==> config.mk <==
export PLATFORM = sky130hd
export DESIGN_NAME = ahb_tgen_master
export DESIGN_NICKNAME = d
export VERILOG_FILES = /design/src/rtl/ahb_tgen_master.sv
export SDC_FILE = /design/constraint.sdc
export NUM_CORES = 1
export LEC_CHECK = 0
export ABC_AREA = 1
export BUFFER_PORTS_ARGS = -buffer_cell sky130_fd_sc_hd__clkbuf_2
export CAP_MARGIN = 20
export CORE_MARGIN = 3
export CORE_UTILIZATION = 35
export DETAILED_ROUTE_END_ITERATION = 8
export PLACE_DENSITY = 0.58
export REMOVE_ABC_BUFFERS = 1
export SETUP_SLACK_MARGIN = 0.5
export SYNTH_ARGS = -nofsm -noshare
export SYNTH_HDL_FRONTEND = slang
export SYNTH_SLANG_ARGS = --single-unit
==> constraint.sdc <==
create_clock -name HCLK -period 2.24 [get_ports HCLK]
set_input_delay 0.448 -clock HCLK [delete_from_list [all_inputs] [get_ports HCLK]]
set_output_delay 0.448 -clock HCLK [all_outputs]
set_load 0.02 [all_outputs]
==> src/rtl/ahb_tgen_master.sv <==
// ahb_tgen_master: AHB write-fill / read-check traffic generator.
// Define AHB_TGEN_FIRST_ERR_EN to capture the first mismatch address.
module ahb_tgen_master #(
    parameter int BURST_LEN = 0,
    parameter int CNT_WIDTH = 16
) (
    input  logic                 HRESETn,
    input  logic                 HCLK,
    output logic [31:0]          HADDR,
    output logic [1:0]           HTRANS,
    output logic                 HWRITE,
    output logic [2:0]           HSIZE,
    output logic [2:0]           HBURST,
    output logic [31:0]          HWDATA,
    input  logic [31:0]          HRDATA,
    input  logic [1:0]           HRESP,
    input  logic                 HREADY,
    input  logic                 start,
    input  logic                 op,
    input  logic [31:0]          addr,
    input  logic [CNT_WIDTH-1:0] num,
    input  logic [31:0]          seed,
    output logic                 busy,
    output logic                 done,
    output logic [CNT_WIDTH-1:0] err_cnt,
    output logic                 resp_err,
    output logic [31:0]          first_err_addr
);

    localparam int BL = (BURST_LEN == 4 || BURST_LEN == 8 ||
                         BURST_LEN == 16) ? BURST_LEN : 0;

    localparam logic [2:0] BURST_CODE =
        (BL == 4)  ? 3'b011 :
        (BL == 8)  ? 3'b101 :
        (BL == 16) ? 3'b111 : 3'b001;

    localparam logic [CNT_WIDTH-1:0] CHUNK_MASK =
        (BL == 0) ? '0 : CNT_WIDTH'(BL - 1);

    localparam logic [1:0] T_IDLE   = 2'b00;
    localparam logic [1:0] T_NONSEQ = 2'b10;
    localparam logic [1:0] T_SEQ    = 2'b11;
    localparam logic [1:0] R_ERROR  = 2'b01;

    typedef enum logic [1:0] {
        S_IDLE,
        S_ADDR,
        S_LAST,
        S_DONE
    } state_t;

    state_t               state;
    logic [CNT_WIDTH-1:0] left;
    logic [CNT_WIDTH-1:0] beat;
    logic [31:0]          pat;
    logic                 dphase;
    logic                 dread;

    logic [31:0]          addr_nxt;
    logic [CNT_WIDTH-1:0] beat_nxt;
    logic                 nseq_nxt;
    logic                 data_ok;
    logic                 mismatch;
    logic                 bus_err;

    assign HSIZE  = 3'b010;
    assign HBURST = BURST_CODE;

    assign addr_nxt = HADDR + 32'd4;
    assign beat_nxt = beat + 1'b1;

    // New NONSEQ at every fixed-burst chunk start and at each 1KB boundary
    assign nseq_nxt = ((BL != 0) && ((beat_nxt & CHUNK_MASK) == '0)) ||
                      (addr_nxt[9:0] == 10'd0);

    assign data_ok  = dphase && HREADY;
    assign mismatch = data_ok && dread && (HRDATA != HWDATA);
    assign bus_err  = dphase && !HREADY && (HRESP == R_ERROR);

`ifdef AHB_TGEN_FIRST_ERR_EN
    logic [31:0] daddr;
    logic        ferr_seen;

    always_ff @(posedge HCLK or negedge HRESETn) begin
        if (!HRESETn) begin
            daddr          <= '0;
            ferr_seen      <= 1'b0;
            first_err_addr <= '0;
        end else begin
            if (state == S_ADDR && HREADY && !bus_err)
                daddr <= HADDR;
            if (state == S_IDLE && start) begin
                ferr_seen      <= 1'b0;
                first_err_addr <= '0;
            end else if (mismatch && !ferr_seen) begin
                ferr_seen      <= 1'b1;
                first_err_addr <= daddr;
            end
        end
    end

`ifndef SYNTHESIS
    always_ff @(posedge HCLK) begin
        if (HRESETn && mismatch)
            $display("%0t ahb_tgen mismatch addr=%h exp=%h act=%h",
                     $time, daddr, HWDATA, HRDATA);
    end
`endif
`else
    assign first_err_addr = '0;
`endif

    always_ff @(posedge HCLK or negedge HRESETn) begin
        if (!HRESETn) begin
            state    <= S_IDLE;
            HADDR    <= '0;
            HTRANS   <= T_IDLE;
            HWRITE   <= 1'b0;
            HWDATA   <= '0;
            busy     <= 1'b0;
            done     <= 1'b0;
            err_cnt  <= '0;
            resp_err <= 1'b0;
            left     <= '0;
            beat     <= '0;
            pat      <= '0;
            dphase   <= 1'b0;
            dread    <= 1'b0;
        end else begin
            done <= 1'b0;
            if (mismatch && err_cnt != '1)
                err_cnt <= err_cnt + 1'b1;
            if (data_ok)
                dphase <= 1'b0;

            unique case (state)
                S_IDLE: begin
                    if (start) begin
                        err_cnt  <= '0;
                        resp_err <= 1'b0;
                        if (num == '0) begin
                            state <= S_DONE;
                            done  <= 1'b1;
                        end else begin
                            state  <= S_ADDR;
                            busy   <= 1'b1;
                            HADDR  <= addr & ~32'h3;
                            HTRANS <= T_NONSEQ;
                            HWRITE <= ~op;
                            left   <= num;
                            beat   <= '0;
                            pat    <= seed;
                        end
                    end
                end

                S_ADDR: begin
                    if (bus_err) begin
                        state    <= S_DONE;
                        HTRANS   <= T_IDLE;
                        resp_err <= 1'b1;
                        busy     <= 1'b0;
                        done     <= 1'b1;
                        dphase   <= 1'b0;
                    end else if (HREADY) begin
                        HWDATA <= pat;
                        pat    <= pat + 32'd1;
                        dphase <= 1'b1;
                        dread  <= ~HWRITE;
                        if (left == CNT_WIDTH'(1)) begin
                            state  <= S_LAST;
                            HTRANS <= T_IDLE;
                        end else begin
                            HADDR  <= addr_nxt;
                            HTRANS <= nseq_nxt ? T_NONSEQ : T_SEQ;
                            beat   <= beat_nxt;
                            left   <= left - 1'b1;
                        end
                    end
                end

                S_LAST: begin
                    if (bus_err) begin
                        state    <= S_DONE;
                        resp_err <= 1'b1;
                        busy     <= 1'b0;
                        done     <= 1'b1;
                        dphase   <= 1'b0;
                    end else if (HREADY) begin
                        state <= S_DONE;
                        busy  <= 1'b0;
                        done  <= 1'b1;
                    end
                end

                S_DONE: begin
                    state <= S_IDLE;
                end
            endcase
        end
    end

endmodule

-- Word level (Yosys, flattened, before mapping)
Cells that the tools add are included.
- memories kept: 0
- bits in registers: 138
- output and inout bits: 124
- word-level logic and storage cells: 115
- memory bits (writable): 0
- latch bits: 0
- memory bits (read-only): 0
- bitwise gates (word level): 4
- order comparisons: 0
- reductions and logical operators: 22
- divide/modulo/power cells: 0
- shift operators: 0
- eq/ne operators: 17
- add/subtract/negate cells: 4
- multipliers: 0
- mux-type cells: 55
- operators by type and width (cell ; count):
    $mux W32 ; 9
    $mux W16 ; 8
    $pmux W32 S2 ; 2
    $add A32 B1 Y32 const B ; 1
    $add A32 B3 Y32 const B ; 1
    $ne A32 B32 Y1 ; 1
    $pmux W16 S2 ; 1
    $mux W2 ; 12
    $mux W1 ; 17
    $add A16 B1 Y16 const B ; 1
    $eq A16 B1 Y1 const B ; 1
    $logic_not A16 Y1 ; 1
    $ne A16 B16 Y1 const B ; 1
    $sub A16 B1 Y16 const B ; 1
    $ne A2 B2 Y1 const B ; 6
    $logic_not A10 Y1 ; 1
    $reduce_and A5 Y1 ; 2
    $ne A3 B3 Y1 const B ; 3
    $reduce_and A3 Y1 ; 3
    $pmux W2 S4 ; 1
    $reduce_and A4 Y1 ; 2
    $logic_and A1 B1 Y1 ; 6
    $pmux W1 S3 ; 2
    $reduce_and A6 Y1 ; 1
    11 further kinds ; 18

-- Longest topological paths before layout
- word-level depth: 7
- depth in mapped cells: 14
- mapped depth without buffers: 13

-- Least setup slack after synthesis
Ideal clock, no wire load.
- path type: register to register
- start: register err_cnt[0]
- end: register err_cnt[12]
- cell stages (with the launch flop): 13
- library setup time: 0.136 ns
- slack: 0.355 ns
- path buffers: 1
- data arrival time: 1.748 ns
- path through: dfrtp_1 > ha_1 > nand2_1 > inv_1 > nand2_1 > inv_1 > nand3_1 > nor2_1 > nor2_2 > nand2_1 > buf_4 > nand2_1 > a21oi_1
- cells in the longest elaborated chain, start to end: 5
- elaborated cells on any way between the ends: 6
- classes of those cells: 1 x add/sub; 1 x eq/ne; 3 x mux; 1 x reduce/logical
- RTL lines (item ; line ; text):
    start: declaration ; 25 ; output logic [CNT_WIDTH-1:0] err_cnt,
    start signal: assignment ; 133 ; err_cnt <= err_cnt + 1'b1;
    parallel branches: the longest is 2 deep, another holds $add A16 B1 Y16 ; -- ;
    $mux W16 * ; 132 ; if (mismatch && err_cnt != '1)
    $mux W16 ; 139 ; if (start) begin
    $mux W16 * ; 137 ; unique case (state)
Mark *: on every way between the ends.
A chain may end at the register's enable or synchronous reset.

-- Worst setup path after layout
- start: register left[4]
- end: register HADDR[7]
- cells in the longest elaborated chain, start to end: 3
- RTL lines (item ; line ; text):
    start: declaration ; 54 ; logic [CNT_WIDTH-1:0] left;
    start signal: assignment ; 151 ; left <= num;
    start signal: assignment ; 178 ; left <= left - 1'b1;
    $eq A16 B1 Y1 ; 171 ; if (left == CNT_WIDTH'(1)) begin
    $ne A2 B2 Y1 (no source line) ; -- ;
    $reduce_and A6 Y1 (no source line) ; -- ;
    end signal: assignment ; 148 ; HADDR <= addr & ~32'h3;
    end signal: assignment ; 175 ; HADDR <= addr_nxt;
    end: declaration ; 9 ; output logic [31:0] HADDR,
No other way between the ends.

==> qor.txt <==
status = finished clean
R2R Path End = HADDR[7]$_DFFE_PN0P_
final hold vios = 0
CP required = 2.54 ns
overall power = 0.0178 W
vias per cell = 4.92
CP Capture Type = flip-flop
first-pass GRT wire length = 47.3 mm
HP Class = primary input to flip-flop
gr usage total = 20.6%
vias = 9754
fmax = 0.542 GHz
Switching Fraction = 46.9%
maximum VDD drop = 0.612 mV
crit path kind = flip-flop to flip-flop
max_cap viols = 0
port bufs = 200
Comb power frac = 57.2%
initial DRC count = 549
Ys Warns = 0
internal power = 0.00945 W
Tmin final = 1.85 ns
Non-Filler Instances = 1984
hold path startpoint = op
Top Ports = 243
reg-to-reg startpoint = left[4]$_DFFE_PN0P_
clock root buffer = clkbuf_16
Inst Count DP = 1872
Hold WS = 0.219 ns
Post-DRT Antenna Nets = 0
Worst path max stage delay = 0.43 ns
gr ovfl total = 0
Core Rows = 58
CP Buf/Inv Count = 2
clock sink total = 136
core area = 25400 um2
Clock Power Share = 15.8%
# H-tree levels = 4
CP Cell Sequence = nor2_4, nand2_2, nor2_4, nand4_1, a21oi_2, nor2_8, buf_12, buf_16, o21a_1
CP Data Arrival Time = 2.15 ns
Worst Hold End = HWRITE$_DFFE_PN0P_
DRT Pass-1 Iters = 5
Synth cell types = 39
die area = 28000 um2
crit path max fanout = 7
GP Congestion = 0.880
flops & latches, synth = 136
# nets final = 1768
syn avg cell area = 6.75 um2
worst slew pin tran = 0.513 ns
Largest delay share family, worst path = simple AND/OR/NAND/NOR gates
most frequent CP cell = nor2_4
Routed WL per cell = 15.6 um
Final Max Tran Viols = 0
hold path depth = 2
DRT Wirelength = 31.0 mm
final setup fails = 0
flop2flop setup slack = 0.39 ns
vias in the first global route = 9201
dpl hpwl = 20.5 mm
Area growth syn-to-layout = 41.3%
largest net degree at the start of global routing = 48
Skew-Pair Late Insertion Delay = 0.42 ns
initial antenna violation count = 1
LEAKAGE = 6.14 nW
register area share after synthesis = 37.3%
Reg2Reg Depth = 9
clock skew = 0.0120 ns
Residual DRC = 0
power per cell area = 1380 nW/um2
Die H = 167 um
share of cells above drive strength 1 = 32.1%
switching pwr = 0.00836 W
Fin Setup TNS = 0 ns
critical path startpoint category = flip-flop
die width = 167 um
Inserted Clock Buffers = 17
final worst-path cycle share = 82.4%
Crit-path slowest cell = dfrtp_2
Synth Cell Area = 9120 um2
RSZ-0062 raised after global routing = yes
clock-pin slew on the worst setup and hold paths = 0.07 ns
CTS tree = yes
Syn Inst Count = 1351
part of the power in registers = 27.0%
CTS max path bufs = 2
Starting Density = 35.9%
Max-slew headroom = 65.8%
==> through the flow <==
step | area [um2] | utilization, % | worst slack (ns)
final | 12900 | 50.7 | 0.394
after global routing | 12900 | 50.7 | 0.287
after CTS | 11800 | 46.3 | 0.356
after detailed placement | 10500 | 41.4 | 0.149
after global placement | 10500 | 41.4 | 0.183
after floorplan | 8770 | - | -3.88
==> timing repair <==
item,4_1_cts,5_1_grt
resized for setup,84,199
gates cloned,6,9
hold buffers,1,0
buffers inserted,26,37
pin swaps,17,62
hold endpoints to repair,25,0
endpoints found under the setup margin,117,122
==> layout make-up <==
cell class	instances	area, um2
fillers	2477	12500
multi-input cells	1038	5680
flip-flops and latches	136	3420
repair buffers	314	2270
inverters	132	519
clock buffers	17	425
well taps	330	413
clock inverters	15	151
repair inverters	1	8.76
diodes	1	2.50
==> power by group through the flow <==
stage	Combinational (W)	Clock, W	Sequential [W]
floorplan	0.00430	0	0.00514
global placement	0.00725	0	0.00473
detailed placement	0.00736	0	0.00474
CTS	0.00879	0.00288	0.00470
global route	0.0112	0.00299	0.00498
finish	0.0102	0.00282	0.00480
==> kinds of logic after synthesis <==
kind of cell	after synthesis	synth area share, %
AND/OR/NAND/NOR	736	33.5
buffers and inverters	215	10.9
adder cells (fa/ha/maj)	9	1.23
multiplexers	2	0.219
flip-flops	136	37.3
other	2	0.0823
XOR/XNOR	47	4.51
AO/OA/AOI/OAI	204	12.3
==> cell usage after synthesis (all sizes together) <==
| master | number | area, um2 |
|---|---|---|
| nor4 | 1 | 6.26 |
| a22oi | 3 | 22.5 |
| or2 | 6 | 37.5 |
| mux2i | 2 | 20.0 |
| nand3b | 5 | 37.5 |
| a31oi | 2 | 12.5 |
| o21bai | 1 | 7.51 |
| nand3 | 83 | 428 |
| nand2 | 435 | 1630 |
| clkbuf | 26 | 97.6 |
| inv | 132 | 495 |
| o22ai | 3 | 18.8 |
| o31ai | 7 | 52.6 |
| xnor2 | 29 | 254 |
| nor2 | 148 | 582 |
| o21a | 1 | 7.51 |
| nand4 | 23 | 144 |
| and3 | 1 | 6.26 |
| a2bb2oi | 2 | 17.5 |
| ha | 9 | 113 |
| o21ai | 132 | 661 |
| o211ai | 12 | 90.1 |
| a32oi | 6 | 52.6 |
| a21oi | 35 | 179 |
| buf | 57 | 399 |
| dfrtp | 136 | 3400 |
| xor2 | 18 | 158 |
| conb | 2 | 7.51 |
| nor3 | 34 | 181 |
==> state kept, by name, summed over array words and instances (netlist names) <==
| name | flops |
|---|---|
| dread | 1 |
| pat | 32 |
| state | 2 |
| err_cnt | 16 |
| left | 16 |
| dphase | 1 |
| busy | 1 |
| HTRANS | 2 |
| HADDR | 30 |
| HWRITE | 1 |
| resp_err | 1 |
| done | 1 |
| HWDATA | 32 |
==> metal layers <==
layer	vias to the layer above	routed length, um	track usage, %	share of wire [%]
met5	-	0	0	0
met3	46	1880	3.52	6.1
met4	0	698	6.55	2.3
met2	339	15000	34.7	48
li1	4870	-	-	-
met1	4499	13400	27.2	43
==> placed cells by master (no fill, tap or decap), types with 12 or more instances in the layout <==
master / count
nand2_4: 12
o211ai_1: 12
nand2_2: 24
buf_4: 72
nor2_2: 26
nand3_1: 63
conb_1: 40
nand2_1: 398
nor2_1: 106
nand4_1: 23
a21oi_2: 20
xor2_1: 17
xnor2_1: 27
dfrtp_1: 123
buf_6: 16
clkbuf_2: 199
nor3_1: 22
a21oi_1: 14
clkbuf_16: 22
dfrtp_2: 13
inv_1: 116
o21ai_0: 81
o21ai_1: 47
nor2_4: 15
inv_2: 13
==> how the worst max path moves through the flow <==
stage | cells after the start | slack, ns | from | to
after floorplan | 9 | -3.88 | state[1]$_DFFE_PN0P_ | pat[14]$_DFFE_PN0P_
after global placement | 12 | 0.18 | state[1]$_DFFE_PN0P_ | HADDR[17]$_DFFE_PN0P_
after detailed placement | 11 | 0.15 | num[12] | pat[19]$_DFFE_PN0P_
after CTS | 9 | 0.36 | left[4]$_DFFE_PN0P_ | HADDR[7]$_DFFE_PN0P_
after global routing | 9 | 0.29 | left[12]$_DFFE_PN0P_ | HADDR[7]$_DFFE_PN0P_
final | 9 | 0.39 | left[4]$_DFFE_PN0P_ | HADDR[7]$_DFFE_PN0P_
Note: power is estimated with default switching activity, not from simulation.
